$ cat config.mk
export PLATFORM = sky130hd
export DESIGN_NAME = max7219_sniffer
export DESIGN_NICKNAME = d
export VERILOG_FILES = /design/src/rtl/max7219_pkg.sv /design/src/rtl/max7219_input_sync.sv /design/src/rtl/max7219_sniffer.sv
export SDC_FILE = /design/constraint.sdc
export NUM_CORES = 2
export LEC_CHECK = 0
export CORE_ASPECT_RATIO = 0.75
export CORE_MARGIN = 5
export CORE_UTILIZATION = 60
export CTS_CLUSTER_SIZE = 40
export DETAILED_ROUTE_END_ITERATION = 7
export GPL_ROUTABILITY_DRIVEN = 0
export PLACE_DENSITY_LB_ADDON = 0.3
export SYNTH_ARGS = -nofsm -noshare
export SYNTH_HDL_FRONTEND = slang
export SYNTH_HIERARCHICAL = 1
export SYNTH_SLANG_ARGS = --single-unit
$ cat constraint.sdc
create_clock -name clk -period 6.97 [get_ports clk]
set_input_delay 1.0455 -clock clk [delete_from_list [all_inputs] [get_ports clk]]
set_output_delay 1.0455 -clock clk [all_outputs]
set_load 0.05 [all_outputs]
$ cat src/rtl/max7219_pkg.sv
// ----------------------------------------------------------------------------
// max7219_pkg
// Shared definitions for the MAX7219 link sniffer: register addresses of the
// MAX7219 command word, the word layout and per-device geometry.
// ----------------------------------------------------------------------------
package max7219_pkg;

    localparam int WORD_W       = 16;  // bits per device in the daisy chain
    localparam int ROWS_PER_DEV = 8;   // digit rows per device

    // MAX7219 register addresses (word[11:8])
    localparam logic [3:0] REG_NOOP      = 4'h0;
    localparam logic [3:0] REG_DIGIT0    = 4'h1;
    localparam logic [3:0] REG_DIGIT1    = 4'h2;
    localparam logic [3:0] REG_DIGIT2    = 4'h3;
    localparam logic [3:0] REG_DIGIT3    = 4'h4;
    localparam logic [3:0] REG_DIGIT4    = 4'h5;
    localparam logic [3:0] REG_DIGIT5    = 4'h6;
    localparam logic [3:0] REG_DIGIT6    = 4'h7;
    localparam logic [3:0] REG_DIGIT7    = 4'h8;
    localparam logic [3:0] REG_DECODE    = 4'h9;
    localparam logic [3:0] REG_INTENSITY = 4'hA;
    localparam logic [3:0] REG_SCANLIMIT = 4'hB;
    localparam logic [3:0] REG_SHUTDOWN  = 4'hC;
    localparam logic [3:0] REG_TEST      = 4'hF;

    // One 16-bit command word as it arrives MSB first.
    typedef struct packed {
        logic [3:0] rsvd;  // don't-care bits
        logic [3:0] addr;
        logic [7:0] data;
    } max7219_word_t;

endpackage

$ cat src/rtl/max7219_input_sync.sv
// ----------------------------------------------------------------------------
// max7219_input_sync
// Brings one asynchronous line into the clk domain: 2-FF synchronizer followed
// by one history register for edge detection.
//   clk, rst_n : system clock, async active-low reset
//   async_in   : raw asynchronous input
//   level      : synchronized level
//   rise, fall : single-cycle edge strobes, aligned with level
// RST_VAL sets the idle level so that leaving reset never fakes an edge.
// ----------------------------------------------------------------------------
module max7219_input_sync #(
    parameter logic RST_VAL = 1'b0
) (
    input  logic clk,
    input  logic rst_n,
    input  logic async_in,
    output logic level,
    output logic rise,
    output logic fall
);

    logic meta;
    logic sync;
    logic prev;

    // NOTE: sequential state uses non-blocking assignments so every flop
    // samples the pre-edge value of its neighbour.
    always_ff @(posedge clk or negedge rst_n) begin
        if (!rst_n) begin
            meta <= RST_VAL;
            sync <= RST_VAL;
            prev <= RST_VAL;
        end else begin
            meta <= async_in;
            sync <= meta;
            prev <= sync;
        end
    end

    assign level = sync;
    assign rise  = sync & ~prev;
    assign fall  = ~sync & prev;

endmodule

$ cat src/rtl/max7219_sniffer.sv
// ----------------------------------------------------------------------------
// max7219_sniffer
// Receive-side model of a MAX7219 daisy chain. Oversamples CS/SCLK/DIN,
// deserialises NUM_DEVICES 16-bit words and applies each LOAD to per-device
// shadows (8 digit rows, intensity, shutdown, display-test).
//   clk, rst_n            : system clock, async active-low reset
//   max_cs/sclk/din       : asynchronous serial link
//   rd_addr / rd_data     : row read port (device*8 + digit-1), 1-cycle latency
//   frame_update          : pulse, valid LOAD applied
//   frame_error           : pulse, LOAD rejected (bit count != 16*NUM_DEVICES)
//   shutdown/disp_test    : one bit per device
//   intensity             : one nibble per device
// ----------------------------------------------------------------------------
module max7219_sniffer
    import max7219_pkg::*;
#(
    parameter int NUM_DEVICES = 16,
    parameter int ROW_AW      = $clog2(NUM_DEVICES * 8)
) (
    input  logic                     clk,
    input  logic                     rst_n,
    input  logic                     max_cs,
    input  logic                     max_sclk,
    input  logic                     max_din,
    input  logic [ROW_AW-1:0]        rd_addr,
    output logic [7:0]               rd_data,
    output logic                     frame_update,
    output logic                     frame_error,
    output logic [NUM_DEVICES-1:0]   shutdown,
    output logic [NUM_DEVICES-1:0]   disp_test,
    output logic [4*NUM_DEVICES-1:0] intensity
);

    localparam int FRAME_BITS = WORD_W * NUM_DEVICES;
    localparam int NUM_ROWS   = ROWS_PER_DEV * NUM_DEVICES;
    localparam int CNT_W      = $clog2(FRAME_BITS + 2);
    localparam logic [CNT_W-1:0] CNT_FULL = CNT_W'(FRAME_BITS);
    localparam logic [CNT_W-1:0] CNT_SAT  = CNT_W'(FRAME_BITS + 1);

    logic cs_level, cs_rise, cs_fall;
    logic sclk_rise, sclk_level_unused, sclk_fall_unused;
    logic din_level, din_rise_unused, din_fall_unused;

    // CS idles high, so its synchronizer resets high.
    max7219_input_sync #(.RST_VAL(1'b1)) u_sync_cs (
        .clk(clk), .rst_n(rst_n), .async_in(max_cs),
        .level(cs_level), .rise(cs_rise), .fall(cs_fall)
    );
    max7219_input_sync #(.RST_VAL(1'b0)) u_sync_sclk (
        .clk(clk), .rst_n(rst_n), .async_in(max_sclk),
        .level(sclk_level_unused), .rise(sclk_rise), .fall(sclk_fall_unused)
    );
    max7219_input_sync #(.RST_VAL(1'b0)) u_sync_din (
        .clk(clk), .rst_n(rst_n), .async_in(max_din),
        .level(din_level), .rise(din_rise_unused), .fall(din_fall_unused)
    );

    logic [FRAME_BITS-1:0] sr, sr_next;
    logic [CNT_W-1:0]      bit_cnt, cnt_next;
    logic [7:0]            rows [NUM_ROWS];
    max7219_word_t         words [NUM_DEVICES];
    logic                  rsvd_unused;

    // CS as it was before this sample: an SCLK edge landing together with the
    // CS rise still belongs to the frame; one landing with the CS fall does not.
    logic cs_low_pre;
    logic shift_en;
    assign cs_low_pre = cs_rise | (~cs_level & ~cs_fall);
    assign shift_en   = sclk_rise & cs_low_pre;

    // Shift result is computed ahead so a simultaneous CS rise checks the
    // count that includes the final bit.
    // NOTE: every variable gets a default at the top of always_comb so no
    // path leaves it unassigned and no latch is inferred.
    always_comb begin
        sr_next     = sr;
        cnt_next    = bit_cnt;
        rsvd_unused = 1'b0;
        if (shift_en) begin
            sr_next = {sr[FRAME_BITS-2:0], din_level};
            if (bit_cnt != CNT_SAT) cnt_next = bit_cnt + CNT_W'(1);
        end
        // Device 0 is nearest DIN, so its word is the last one shifted in.
        for (int k = 0; k < NUM_DEVICES; k++) begin
            words[k]    = max7219_word_t'(sr_next[WORD_W*k +: WORD_W]);
            rsvd_unused = rsvd_unused ^ (^words[k].rsvd);
        end
    end

    always_ff @(posedge clk or negedge rst_n) begin
        if (!rst_n) begin
            sr           <= '0;
            bit_cnt      <= '0;
            rd_data      <= 8'h00;
            frame_update <= 1'b0;
            frame_error  <= 1'b0;
            shutdown     <= '1;
            disp_test    <= '0;
            intensity    <= '0;
            // NOTE: the row array is reset because the readout must show a
            // blank grid before the first LOAD; a RAM could not do this.
            for (int r = 0; r < NUM_ROWS; r++) rows[r] <= 8'h00;
        end else begin
            frame_update <= 1'b0;
            frame_error  <= 1'b0;
            sr           <= sr_next;
            bit_cnt      <= cs_fall ? '0 : cnt_next;
            rd_data      <= rows[rd_addr];

            if (cs_rise) begin
                if (cnt_next == CNT_FULL) begin
                    frame_update <= 1'b1;
                    for (int k = 0; k < NUM_DEVICES; k++) begin
                        case (words[k].addr)
                            REG_DIGIT0, REG_DIGIT1, REG_DIGIT2, REG_DIGIT3,
                            REG_DIGIT4, REG_DIGIT5, REG_DIGIT6, REG_DIGIT7:
                                rows[ROW_AW'(k * ROWS_PER_DEV + int'(words[k].addr) - 1)]
                                    <= words[k].data;
                            REG_INTENSITY: intensity[4*k +: 4] <= words[k].data[3:0];
                            REG_SHUTDOWN:  shutdown[k]  <= ~words[k].data[0];
                            REG_TEST:      disp_test[k] <= words[k].data[0];
                            // NOOP, DECODE, SCANLIMIT and 0xD/0xE have no
                            // visible effect on the captured image.
                            default: ;
                        endcase
                    end
                end else begin
                    frame_error <= 1'b1;
                end
            end
        end
    end

endmodule

==> impl_metrics.tcl <==
set metrics [dict create \
    slew_violations 0 \
    cp_max_fo 40 \
    drcViolationCount 10 \
    syn_to_final_growth_pct 7.71 \
    firstDrtPassIters 8 \
    drt-met1-wl_um 72600 \
    worstPathCellList "and2b_2, o21bai_4, nand2_8, mux2i_1, inv_1, ha_1, nor3_1, or2_2, a211oi_1, a221oi_1, nor3_1, o31ai_1, nand2_1, o21ai_0" \
    critPathMaxStageDelay_ps 930 \
    cts_tree "built" \
    antenna_found_initial 9 \
    cap_violations 0 \
    rows 104 \
    synth_warnings 6 \
    fp.dieW_um 390 \
    grt_pass1_wl_um 273000 \
    post_cts_buffers 0 \
    tightest_slew_ps 1400 \
    stdcell_count 6704 \
    slowest_stage "o31ai_1" \
    routed-via-count 44800 \
    top_layer "met5" \
    worst-path-stages 14 \
    initialDrtViolationCount 5969 \
    grt_max_degree 194 \
    cts_buffer_depth 3 \
    path_class "register to register" \
    route.detailed.vias_per_inst 6.68 \
    core_area_um2 108000 \
    switching_share 0.227 \
    die_area_um2 115000 \
    grt_use_total 0.308 \
    grt.overflow.total 0 \
    cts-resized-gates 0 \
    start_util 0.605 \
    clock_latency_ps 780 \
    drive_gt1_frac 0.189 \
    synthCells 5681 \
    slew_headroom 0.0422 \
    p_comb_frac 0.035 \
    cts_hold_buf 0 \
    finalSetupTns_ps 0 \
    syn-cell-area_um2 65100 \
    vdd_ir_drop_max_mv 0.226 \
    numPortBuffers 117 \
    clkPwrFrac 0.461 \
    wl_met3_um 22000 \
    cpLargestDelayFamily "compound AO/OA/AOI/OAI gates" \
    crit_path_end_kind "register" \
    drt-total-wl_um 176000 \
    fin_area_um2 70200 \
    p_leak_nw 33.3 \
    cp.required_ps 7660 \
    cts-htree-levels 4 \
    syn_nets 5730 \
    cts-root-buf "clkbuf_16" \
    io_pins 118 \
    power.density_nw_per_um2 231 \
    clock-sinks 1399 \
    routed-wl-met2_um 74200 \
    place_inst 6459 \
    fillers 7717 \
    min_path_type "input pin to asynchronous set/reset pin" \
    fin_util 0.652 \
    path_clk_slew_ps 70 \
    crit_buf_inv 1 \
    min_period_ps 5940 \
    die_y_um 295 \
    nNetsFinal 5213 \
    fmax_mhz 168 \
    cts_made_buffers 134 \
    r2r_cells 14 \
    violations "design-rule violations" \
    fin_crit_sh 0.853 \
    startpoint_type "register" \
    outcome "finished, violations left" \
    finClkSkew_ps 21.0 \
    p_seq_frac 0.504 \
    avgSynthCellArea_um2 11.5 \
    dpl.hpwl_um 114000 \
    switching_power_mw 3.67 \
    worstPathArrival_ps 6640 \
    grt_pass1_vias 44100 \
    rsz0062_at_grt "false" \
    hold_violations 0 \
    power.internal_mw 12.5 \
    placed_cell_area_um2 65700 \
    ant_nets 0 \
    finalSetupViolCount 0 \
    drt-wirelength-per-cell_um 26.3 \
    path_common_cell "nor3_1" \
]
[registers in the layout, summed over array words and instances, names as in the netlist, 8 cells and up]
name       flops
disp_test     16
rows        1024
rd_data        8
sr           252
shutdown      16
bit_cnt        9
intensity     64
[cells in the final DEF (no fill, tap or decap), types with 27 or more instances in the layout]
cell type           n
ha_1               37
nor2_1            209
nand3_1            51
o21ai_0           219
clkdlybuf4s50_1   112
buf_4              74
nor3_1             89
clkbuf_16         137
a22oi_1            42
nand4_1            45
a21oi_1           276
dfrtp_1          1380
o22ai_1           111
mux2i_1           235
mux4_2            336
clkbuf_1           27
o211ai_1           71
a221oi_1           44
mux2_2            254
inv_1             108
o22a_1             58
clkinv_2           27
nand2_1           810
[final cells by class]
class / count / area, µm² / share of cell area
Sequential cell: 1399 / 35000 / 0.499
Inverter: 122 / 459 / 0.00654
Tap cell: 1431 / 1790 / 0.0255
Antenna cell: 2 / 5.00 / 0.0000713
Clock inverter: 55 / 594 / 0.00847
Multi-Input combinational cell: 3302 / 26400 / 0.376
Clock buffer: 188 / 3860 / 0.0550
Timing Repair Buffer: 205 / 2050 / 0.0293
[metrics by stage]
step           worst slack [ps]  hold WS [ps]  total power [mW]
6_report                   1030           245              16.2
5_1_grt                     716           336              16.7
4_1_cts                    1340           289              16.3
3_5_place_dp               1390           335              8.88
3_3_place_gp               1540           337              8.87
2_1_floorplan              1500           331              8.60
[layer usage]
layer / global-route usage / vias up
met5: 0 / -
met1: 0.461 / 22500
li1: - / 19000
met4: 0.125 / 4
met2: 0.423 / 2755
met3: 0.0944 / 459
[power groups by stage]
| stage | combinational [mW] | clock, mW | sequential, mW |
|---|---|---|---|
| final | 0.567 | 7.46 | 8.16 |
| after global routing | 0.628 | 7.89 | 8.15 |
| after CTS | 0.577 | 7.56 | 8.15 |
| after detailed placement | 0.576 | 0 | 8.31 |
| after global placement | 0.569 | 0 | 8.31 |
| after floorplan | 0.295 | 0 | 8.30 |
[worst reg2reg max path, stage by stage (launching register included)]
cell      delay [ps]
dfstp_2          590
and2b_2          330
o21bai_4         700
nand2_8          460
mux2i_1          460
inv_1            130
ha_1             240
nor3_1           460
or2_2            250
a211oi_1          80
a221oi_1         820
nor3_1           180
o31ai_1          930
nand2_1          120
o21ai_0          120
[worst paths after layout]
check,from,end,slack (ps)
max in group asynchronous,rst_n,rows[88],5070
min in group clk,u_sync_din/meta,u_sync_din/level,350
max,u_sync_cs/level,rows[663],1030
max reg2reg,u_sync_cs/level,rows[663],1030
min reg2reg,u_sync_din/meta,u_sync_din/level,350
min,rst_n,intensity[1],250
No activity file was read; power rests on OpenSTA's default activity.
